File: src/rtl/mem_pkg.sv
// Shared definitions for the MEM-stage data-memory access unit:
// funct3 codes, FSM state type and byte-lane helper functions.
package mem_pkg;

    localparam logic [2:0] F3_LB  = 3'b000;
    localparam logic [2:0] F3_LH  = 3'b001;
    localparam logic [2:0] F3_LW  = 3'b010;
    localparam logic [2:0] F3_LBU = 3'b100;
    localparam logic [2:0] F3_LHU = 3'b101;

    typedef enum logic [1:0] {
        StIdle = 2'd0,
        StReq  = 2'd1,
        StDone = 2'd2
    } state_e;

    typedef enum logic [1:0] {
        SzByte = 2'd0,
        SzHalf = 2'd1,
        SzWord = 2'd2
    } size_e;

    // Unused funct3 codes (011/110/111) fall through to word accesses.
    function automatic size_e f3_size(input logic [2:0] f3);
        size_e sz;
        sz = SzWord;
        case (f3)
            F3_LB, F3_LBU: sz = SzByte;
            F3_LH, F3_LHU: sz = SzHalf;
            default:       sz = SzWord;
        endcase
        return sz;
    endfunction

    function automatic logic [3:0] byte_en(input logic [2:0] f3, input logic [1:0] off);
        logic [3:0] be;
        be = 4'b1111;
        case (f3_size(f3))
            SzByte:  be = 4'(4'b0001 << off);
            SzHalf:  be = 4'(4'b0011 << {off[1], 1'b0});
            default: be = 4'b1111;
        endcase
        return be;
    endfunction

    // Replicate the store operand across every lane it may land in.
    function automatic logic [31:0] store_data(input logic [2:0] f3, input logic [31:0] wd);
        logic [31:0] d;
        d = wd;
        case (f3_size(f3))
            SzByte:  d = {4{wd[7:0]}};
            SzHalf:  d = {2{wd[15:0]}};
            default: d = wd;
        endcase
        return d;
    endfunction

endpackage

File: src/rtl/mem_access_unit_if.sv
// Data-memory request/acknowledge bus between the MEM-stage unit (master)
// and the data memory (slave).
interface mem_access_unit_if;

    logic        dmem_req;
    logic        dmem_we;
    logic [31:0] dmem_addr;
    logic [3:0]  dmem_be;
    logic [31:0] dmem_wdata;
    logic        dmem_ack;
    logic [31:0] dmem_rdata;

    modport master (
        output dmem_req,
        output dmem_we,
        output dmem_addr,
        output dmem_be,
        output dmem_wdata,
        input  dmem_ack,
        input  dmem_rdata
    );

    modport slave (
        input  dmem_req,
        input  dmem_we,
        input  dmem_addr,
        input  dmem_be,
        input  dmem_wdata,
        output dmem_ack,
        output dmem_rdata
    );

endinterface

File: src/rtl/load_align.sv
// Load result alignment: picks the addressed byte/half lane out of the
// memory word and sign- or zero-extends it according to funct3.
module load_align
    import mem_pkg::*;
(
    input  logic [31:0] rdata,
    input  logic [1:0]  off,
    input  logic [2:0]  funct3,
    output logic [31:0] data
);

    logic [7:0]  lane_b;
    logic [15:0] lane_h;

    // Lane select and extension.
    always_comb begin
        lane_b = 8'h00;
        lane_h = off[1] ? rdata[31:16] : rdata[15:0];
        data   = rdata;
        case (off)
            2'd0:    lane_b = rdata[7:0];
            2'd1:    lane_b = rdata[15:8];
            2'd2:    lane_b = rdata[23:16];
            default: lane_b = rdata[31:24];
        endcase
        case (funct3)
            F3_LB:   data = {{24{lane_b[7]}}, lane_b};
            F3_LBU:  data = {24'h000000, lane_b};
            F3_LH:   data = {{16{lane_h[15]}}, lane_h};
            F3_LHU:  data = {16'h0000, lane_h};
            default: data = rdata;
        endcase
    end

endmodule

File: src/rtl/mem_access_unit.sv
// MEM-stage data-memory access unit. Runs one req/ack transaction per load
// or store, stalling the upstream pipeline until it completes, and holds the
// extended load result for the MEM/WB register.
// Optional feature: MEM_ACCESS_MISALIGN_TRAP_EN adds misalign_o and skips the
// memory access for misaligned half/word accesses.
module mem_access_unit
    import mem_pkg::*;
(
    input  logic                      clk,
    input  logic                      rst_n,      // active-high async reset
    input  logic                      MemRead_i,
    input  logic                      MemWrite_i,
    input  logic [2:0]                funct3_i,
    input  logic [31:0]               addr_i,
    input  logic [31:0]               wdata_i,
    output logic                      stall_o,
    output logic [31:0]               data_o,
`ifdef MEM_ACCESS_MISALIGN_TRAP_EN
    output logic                      misalign_o,
`endif
    mem_access_unit_if.master         dmem
);

    state_e      state_q, state_d;
    logic        latch;
    logic        load_en;
    logic        access;

    logic [31:0] addr_q;
    logic [3:0]  be_q;
    logic [31:0] wdata_q;
    logic        we_q;
    logic [1:0]  off_q;
    logic [2:0]  f3_q;
    logic [31:0] data_q;
    logic [31:0] load_data;

`ifdef MEM_ACCESS_MISALIGN_TRAP_EN
    logic        misaligned;
    logic        mis_d, mis_q;

    // Half needs addr[0]==0; word needs both low bits clear.
    always_comb begin
        case (f3_size(funct3_i))
            SzHalf:  misaligned = addr_i[0];
            SzWord:  misaligned = |addr_i[1:0];
            default: misaligned = 1'b0;
        endcase
    end
`endif

    assign access = MemRead_i | MemWrite_i;

    // Next-state, stall and capture enables.
    always_comb begin
        state_d = state_q;
        stall_o = 1'b0;
        latch   = 1'b0;
        load_en = 1'b0;
`ifdef MEM_ACCESS_MISALIGN_TRAP_EN
        mis_d   = 1'b0;
`endif
        case (state_q)
            StIdle: begin
                if (access) begin
                    stall_o = 1'b1;
`ifdef MEM_ACCESS_MISALIGN_TRAP_EN
                    if (misaligned) begin
                        mis_d   = 1'b1;
                        state_d = StDone;
                    end else begin
                        latch   = 1'b1;
                        state_d = StReq;
                    end
`else
                    latch   = 1'b1;
                    state_d = StReq;
`endif
                end
            end
            StReq: begin
                stall_o = 1'b1;
                if (dmem.dmem_ack) begin
                    load_en = ~we_q;
                    state_d = StDone;
                end
            end
            // DONE releases the pipeline; the instruction still on the inputs
            // has completed and must not be re-issued.
            StDone:  state_d = StIdle;
            default: state_d = StIdle;
        endcase
    end

    // FSM state register.
    always_ff @(posedge clk or posedge rst_n) begin
        if (rst_n) begin
            state_q <= StIdle;
        end else begin
            state_q <= state_d;
        end
    end

    // Request fields captured on issue, held stable through REQ.
    always_ff @(posedge clk or posedge rst_n) begin
        if (rst_n) begin
            addr_q  <= 32'h0;
            be_q    <= 4'h0;
            wdata_q <= 32'h0;
            we_q    <= 1'b0;
            off_q   <= 2'd0;
            f3_q    <= 3'd0;
        end else if (latch) begin
            addr_q  <= {addr_i[31:2], 2'b00};
            be_q    <= byte_en(funct3_i, addr_i[1:0]);
            wdata_q <= store_data(funct3_i, wdata_i);
            we_q    <= MemWrite_i;
            off_q   <= addr_i[1:0];
            f3_q    <= funct3_i;
        end
    end

    load_align u_load_align (
        .rdata  (dmem.dmem_rdata),
        .off    (off_q),
        .funct3 (f3_q),
        .data   (load_data)
    );

    // Load result register; only a read acknowledge updates it.
    always_ff @(posedge clk or posedge rst_n) begin
        if (rst_n) begin
            data_q <= 32'h0;
        end else if (load_en) begin
            data_q <= load_data;
        end
    end

`ifdef MEM_ACCESS_MISALIGN_TRAP_EN
    // Misalign flag is high exactly for the DONE cycle of a trapped access.
    always_ff @(posedge clk or posedge rst_n) begin
        if (rst_n) begin
            mis_q <= 1'b0;
        end else begin
            mis_q <= mis_d;
        end
    end

    assign misalign_o = mis_q;
`endif

    assign dmem.dmem_req   = (state_q == StReq);
    assign dmem.dmem_we    = we_q;
    assign dmem.dmem_addr  = addr_q;
    assign dmem.dmem_be    = be_q;
    assign dmem.dmem_wdata = wdata_q;
    assign data_o          = data_q;

endmodule

File: src/flat_wrapper.sv
// flat-port wrapper written by rule: the top's interface ports become plain ports
module mem_access_unit_flat import mem_pkg::*;
  (clk, rst_n, MemRead_i, MemWrite_i, funct3_i, addr_i, wdata_i, stall_o, data_o, dmem_dmem_req, dmem_dmem_we, dmem_dmem_addr, dmem_dmem_be, dmem_dmem_wdata, dmem_dmem_ack, dmem_dmem_rdata);
  mem_access_unit_if dmem_i ();
  input  logic clk;
  input  logic rst_n;
  input  logic MemRead_i;
  input  logic MemWrite_i;
  input  logic [2:0] funct3_i;
  input  logic [31:0] addr_i;
  input  logic [31:0] wdata_i;
  output logic stall_o;
  output logic [31:0] data_o;
  output wire logic [$bits(dmem_i.dmem_req)-1:0] dmem_dmem_req;
  output wire logic [$bits(dmem_i.dmem_we)-1:0] dmem_dmem_we;
  output wire logic [$bits(dmem_i.dmem_addr)-1:0] dmem_dmem_addr;
  output wire logic [$bits(dmem_i.dmem_be)-1:0] dmem_dmem_be;
  output wire logic [$bits(dmem_i.dmem_wdata)-1:0] dmem_dmem_wdata;
  input wire logic [$bits(dmem_i.dmem_ack)-1:0] dmem_dmem_ack;
  input wire logic [$bits(dmem_i.dmem_rdata)-1:0] dmem_dmem_rdata;
  assign dmem_dmem_req = dmem_i.dmem_req;
  assign dmem_dmem_we = dmem_i.dmem_we;
  assign dmem_dmem_addr = dmem_i.dmem_addr;
  assign dmem_dmem_be = dmem_i.dmem_be;
  assign dmem_dmem_wdata = dmem_i.dmem_wdata;
  assign dmem_i.dmem_ack = dmem_dmem_ack;
  assign dmem_i.dmem_rdata = dmem_dmem_rdata;
  mem_access_unit u_core (.clk(clk), .rst_n(rst_n), .MemRead_i(MemRead_i), .MemWrite_i(MemWrite_i), .funct3_i(funct3_i), .addr_i(addr_i), .wdata_i(wdata_i), .stall_o(stall_o), .data_o(data_o), .dmem(dmem_i));
endmodule
File: config.mk
export PLATFORM = sky130hd
export DESIGN_NAME = mem_access_unit_flat
export DESIGN_NICKNAME = d
export VERILOG_FILES = /design/src/rtl/mem_pkg.sv /design/src/rtl/mem_access_unit_if.sv /design/src/rtl/load_align.sv /design/src/rtl/mem_access_unit.sv /design/src/flat_wrapper.sv
export SDC_FILE = /design/constraint.sdc
export NUM_CORES = 1
export LEC_CHECK = 0
export CAP_MARGIN = 15
export CORE_UTILIZATION = 38
export CTS_CLUSTER_DIAMETER = 60
export CTS_CLUSTER_SIZE = 10
export DETAILED_ROUTE_END_ITERATION = 6
export PLACE_DENSITY = 0.76
export SLEW_MARGIN = 20
export SYNTH_ARGS = -nofsm -noshare
export SYNTH_HDL_FRONTEND = slang
export SYNTH_SLANG_ARGS = --single-unit
File: constraint.sdc
create_clock -name clk -period 3.7 [get_ports clk]
set_input_delay 0.925 -clock clk [delete_from_list [all_inputs] [get_ports clk]]
set_output_delay 0.925 -clock clk [all_outputs]
set_load 0.03 [all_outputs]
==> results.cfg <==
[worst_setup_path]
timing.critical_path.to_type = primary output
crit_top_cell = sky130_fd_sc_hd__clkdlybuf4s50_1
cells_on_worst_reg2reg_path = 4
critPathCapture = stall_o
setup.worst_path.start_class = input pin
critPathBufInv = 2
worstSetupStartpoint = MemWrite_i
worst_path_dominant_cell_family = buffers and inverters
worstPathCellList = clkdlybuf4s50_1 -> o21ai_4 -> nand2_1 -> clkdlybuf4s50_1
reg2reg_slack_ns = 1.32
cp.depth = 4
regToRegStartpoint = u_core.off_q[1]
arrival_ns = 2.31
cp_slowest_stage_delay_ns = 0.66
slowest_stage = sky130_fd_sc_hd__clkdlybuf4s50_1
worst-path-max-fanout = 3
timing.critical_path.required_ns = 2.77
rr_endpoint = u_core.data_o[15]
critPathKind = input pin to primary output

[sta]
hold_viol = 0
fin_skew_ns = 0.00360
post-route-period-util = 0.875
setup_violations = 0
hold-worst-slack_ns = 0.472
min_period_ns = 3.24
final_max_slew_viol_count = 0
timing_worst_slew_pin_value_ns = 0.876
achievable_freq_mhz = 309
slew_headroom = 0.416
fin_tns_setup_ns = 0
rsz0062_at_grt = no

[power]
vdd_ir_drop_max_uv = 463
power.static_leakage_nw = 3.32
powerDensity_nw_per_um2 = 917

[synthesis]
postSynthRegisterBits = 106
synthesis.yosys.warnings = 0
ys_top_cells_by_count = 186 x sky130_fd_sc_hd__nand2_1, 106 x sky130_fd_sc_hd__dfrtp_1, 48 x sky130_fd_sc_hd__o21ai_0, 33 x sky130_fd_sc_hd__mux2i_1, 32 x sky130_fd_sc_hd__nand3_1
synth_largest_area_cell = sky130_fd_sc_hd__dfrtp_1
yosys.cell_types.count = 34
synth_edf_count = 0
netlist_instances = 531
synth_area_leaders = sky130_fd_sc_hd__dfrtp_1 55%, sky130_fd_sc_hd__nand2_1 15%, sky130_fd_sc_hd__mux2i_1 6.9%, sky130_fd_sc_hd__o21ai_0 5.0%, sky130_fd_sc_hd__nand3_1 3.3%
synth.yosys.seq_area_share = 0.554
async_flop_share = 1.00
yosys_most_used_dff = sky130_fd_sc_hd__dfrtp_1
synth_top_area_frac = 0.554
synth.cell_area_um2 = 4790
avgSynthCellArea_um2 = 9.02
synth_most_common_cell = sky130_fd_sc_hd__nand2_1

[cells_and_area]
filler_cell_count = 1059
design.final.nets = 822
layout-drive-gt1-share = 0.0416
antenna-diode-count = 0
area_delta_synth_final_pct = 51.9

[die]
floorplan.rows = 40
chipWidth_um = 114
die_h_um = 114
initial_core_util = 0.394
die-area_um2 = 13100
design.portCount = 207
core_area_um2 = 12200

[clocking]
numClockSinks = 106
clockRootBuffer = sky130_fd_sc_hd__clkbuf_16
cts_buffers = 9
max-clock-path-buffers = 2
cts_tree = built
postCtsSetupRepairBufs = 0
cts.clk_slew.worst_paths_ns = 0.06
skew_pair_late_insertion_delay_ns = 0.34
ctsHtreeMaxLevel = 3
cts.hold.buffers_added = 0
post_cts_repair_resize_count = 0

[placed_design]
gp_congestion = 0.852
post-dp-hpwl_um = 9980
numPortBuffers = 204

[route]
routed_wirelength_um = 14200
avgViaCountPerCell = 5.01
post_drt_wl_per_cell_um = 15.9
drc_errors = 0
ant_nets = 0
drt_iter0_drc = 302
drt_pre_antenna_iters = 4
vias = 4457

[global_route]
global_route.usage.total = 0.221
grt_pass1_wl_um = 22600
grt_overflow_total = 0
grt_max_degree = 94
antenna_found_initial = 0
vias_in_the_first_global_route = 4527

[run_status]
run_status = completed

[job]
max_cap_viol_count = 0

[min_path]
hold_path_class = flip-flop to flip-flop
hp-start = u_core.dmem.dmem_addr[7]
[layer usage]
metal | routed length, µm | up-vias | global-route usage
li1 | - | 2139 | -
met1 | 5770 | 2119 | 0.266
met2 | 7060 | 178 | 0.382
met4 | 260 | 0 | 0.0866
met5 | 0 | - | 0
met3 | 1100 | 21 | 0.0529
[cells by family after synthesis]
logic type | count (synthesis) | share of synthesized area
and+or+nand+nor | 261 | 0.225
DFF | 106 | 0.554
AOI/OAI and AO/OA | 87 | 0.108
buffers and inverters | 42 | 0.0397
muxes | 34 | 0.0721
other | 1 | 0.000783
[worst min-delay path by stage]
stage / cells past startpoint / slack, ns / to
global route: 2 / 0.50 / u_core.dmem.dmem_addr[16]
floorplan: 2 / 0.49 / u_core.f3_q[2]
detailed placement: 2 / 0.46 / u_core.dmem.dmem_addr[7]
CTS: 2 / 0.48 / u_core.dmem.dmem_addr[7]
finish: 2 / 0.47 / u_core.dmem.dmem_addr[7]
global placement: 2 / 0.46 / u_core.dmem.dmem_addr[26]
[tightest hold or removal path: cells and delay by family, from the launching register on]
kind | cells | cell delay [ns]
DFF | 1 | 0.34
and+or+nand+nor | 2 | 0.10
[flip-flops by register name, summed over array words and instances, names as in the netlist]
signal / flops
u_core.dmem.dmem_addr: 30
u_core.f3_q: 3
u_core.state_q: 2
u_core.dmem.dmem_be: 4
u_core.data_o: 32
u_core.dmem.dmem_we: 1
u_core.dmem.dmem_wdata: 32
u_core.off_q: 2
[cell type report]
cell class | count | area [µm²] | share of cell area
flip-flops and latches | 106 | 2650 | 0.365
inverters | 5 | 22.5 | 0.00310
clock buffers | 14 | 294 | 0.0404
repair buffers | 212 | 2100 | 0.289
well taps | 168 | 210 | 0.0289
clock inverters | 1 | 30.0 | 0.00413
multi-input cells | 384 | 1960 | 0.270
[report_power, final]
part | internal [mW] | leakage, nW | total (mW) | switching [mW]
Combinational | 1.41 | 1.85 | 3.53 | 2.12
Sequential | 1.71 | 1.31 | 2.11 | 0.403
Clock | 0.614 | 0.161 | 1.02 | 0.405
[layout by cell type, fill, tap and decap left out]
master / instances
sky130_fd_sc_hd__mux2_4: 1
sky130_fd_sc_hd__o21ai_4: 1
sky130_fd_sc_hd__nor2_2: 1
sky130_fd_sc_hd__clkinvlp_4: 1
sky130_fd_sc_hd__a22oi_1: 8
sky130_fd_sc_hd__nor4_1: 1
sky130_fd_sc_hd__o22ai_1: 6
sky130_fd_sc_hd__and4bb_1: 1
sky130_fd_sc_hd__nor3_1: 1
sky130_fd_sc_hd__clkbuf_8: 5
sky130_fd_sc_hd__bufinv_16: 1
sky130_fd_sc_hd__dfrtp_1: 106
sky130_fd_sc_hd__nand2_2: 1
sky130_fd_sc_hd__o21a_2: 1
sky130_fd_sc_hd__a31oi_1: 3
sky130_fd_sc_hd__nand2_1: 186
sky130_fd_sc_hd__clkbuf_16: 9
sky130_fd_sc_hd__a21oi_1: 12
sky130_fd_sc_hd__nor2_1: 22
sky130_fd_sc_hd__conb_1: 2
sky130_fd_sc_hd__clkdlybuf4s50_1: 204
sky130_fd_sc_hd__o21bai_1: 1
sky130_fd_sc_hd__and3_1: 1
sky130_fd_sc_hd__nand3b_1: 1
sky130_fd_sc_hd__and2_1: 1
sky130_fd_sc_hd__inv_1: 4
sky130_fd_sc_hd__mux2i_1: 33
sky130_fd_sc_hd__a22o_1: 1
sky130_fd_sc_hd__nand2b_1: 12
sky130_fd_sc_hd__a221o_1: 5
sky130_fd_sc_hd__nor2b_1: 1
sky130_fd_sc_hd__nand3_1: 32
sky130_fd_sc_hd__o21ai_0: 47
sky130_fd_sc_hd__a311oi_2: 1
sky130_fd_sc_hd__a2111o_1: 1
sky130_fd_sc_hd__buf_4: 8
[metrics by stage]
stage               setup slack, ns  power (mW)  std cells  utilization  cell area, µm²
global route                  0.426        7.06        890        0.598            7270
finish                        0.463        6.67        890        0.598            7270
CTS                           0.469        6.72        890        0.598            7270
floorplan                     0.780        4.17        532            -            4790
detailed placement            0.477        5.67        875        0.571            6950
global placement              0.495        5.57        875        0.571            6950
No activity file was read; power rests on OpenSTA's default activity.
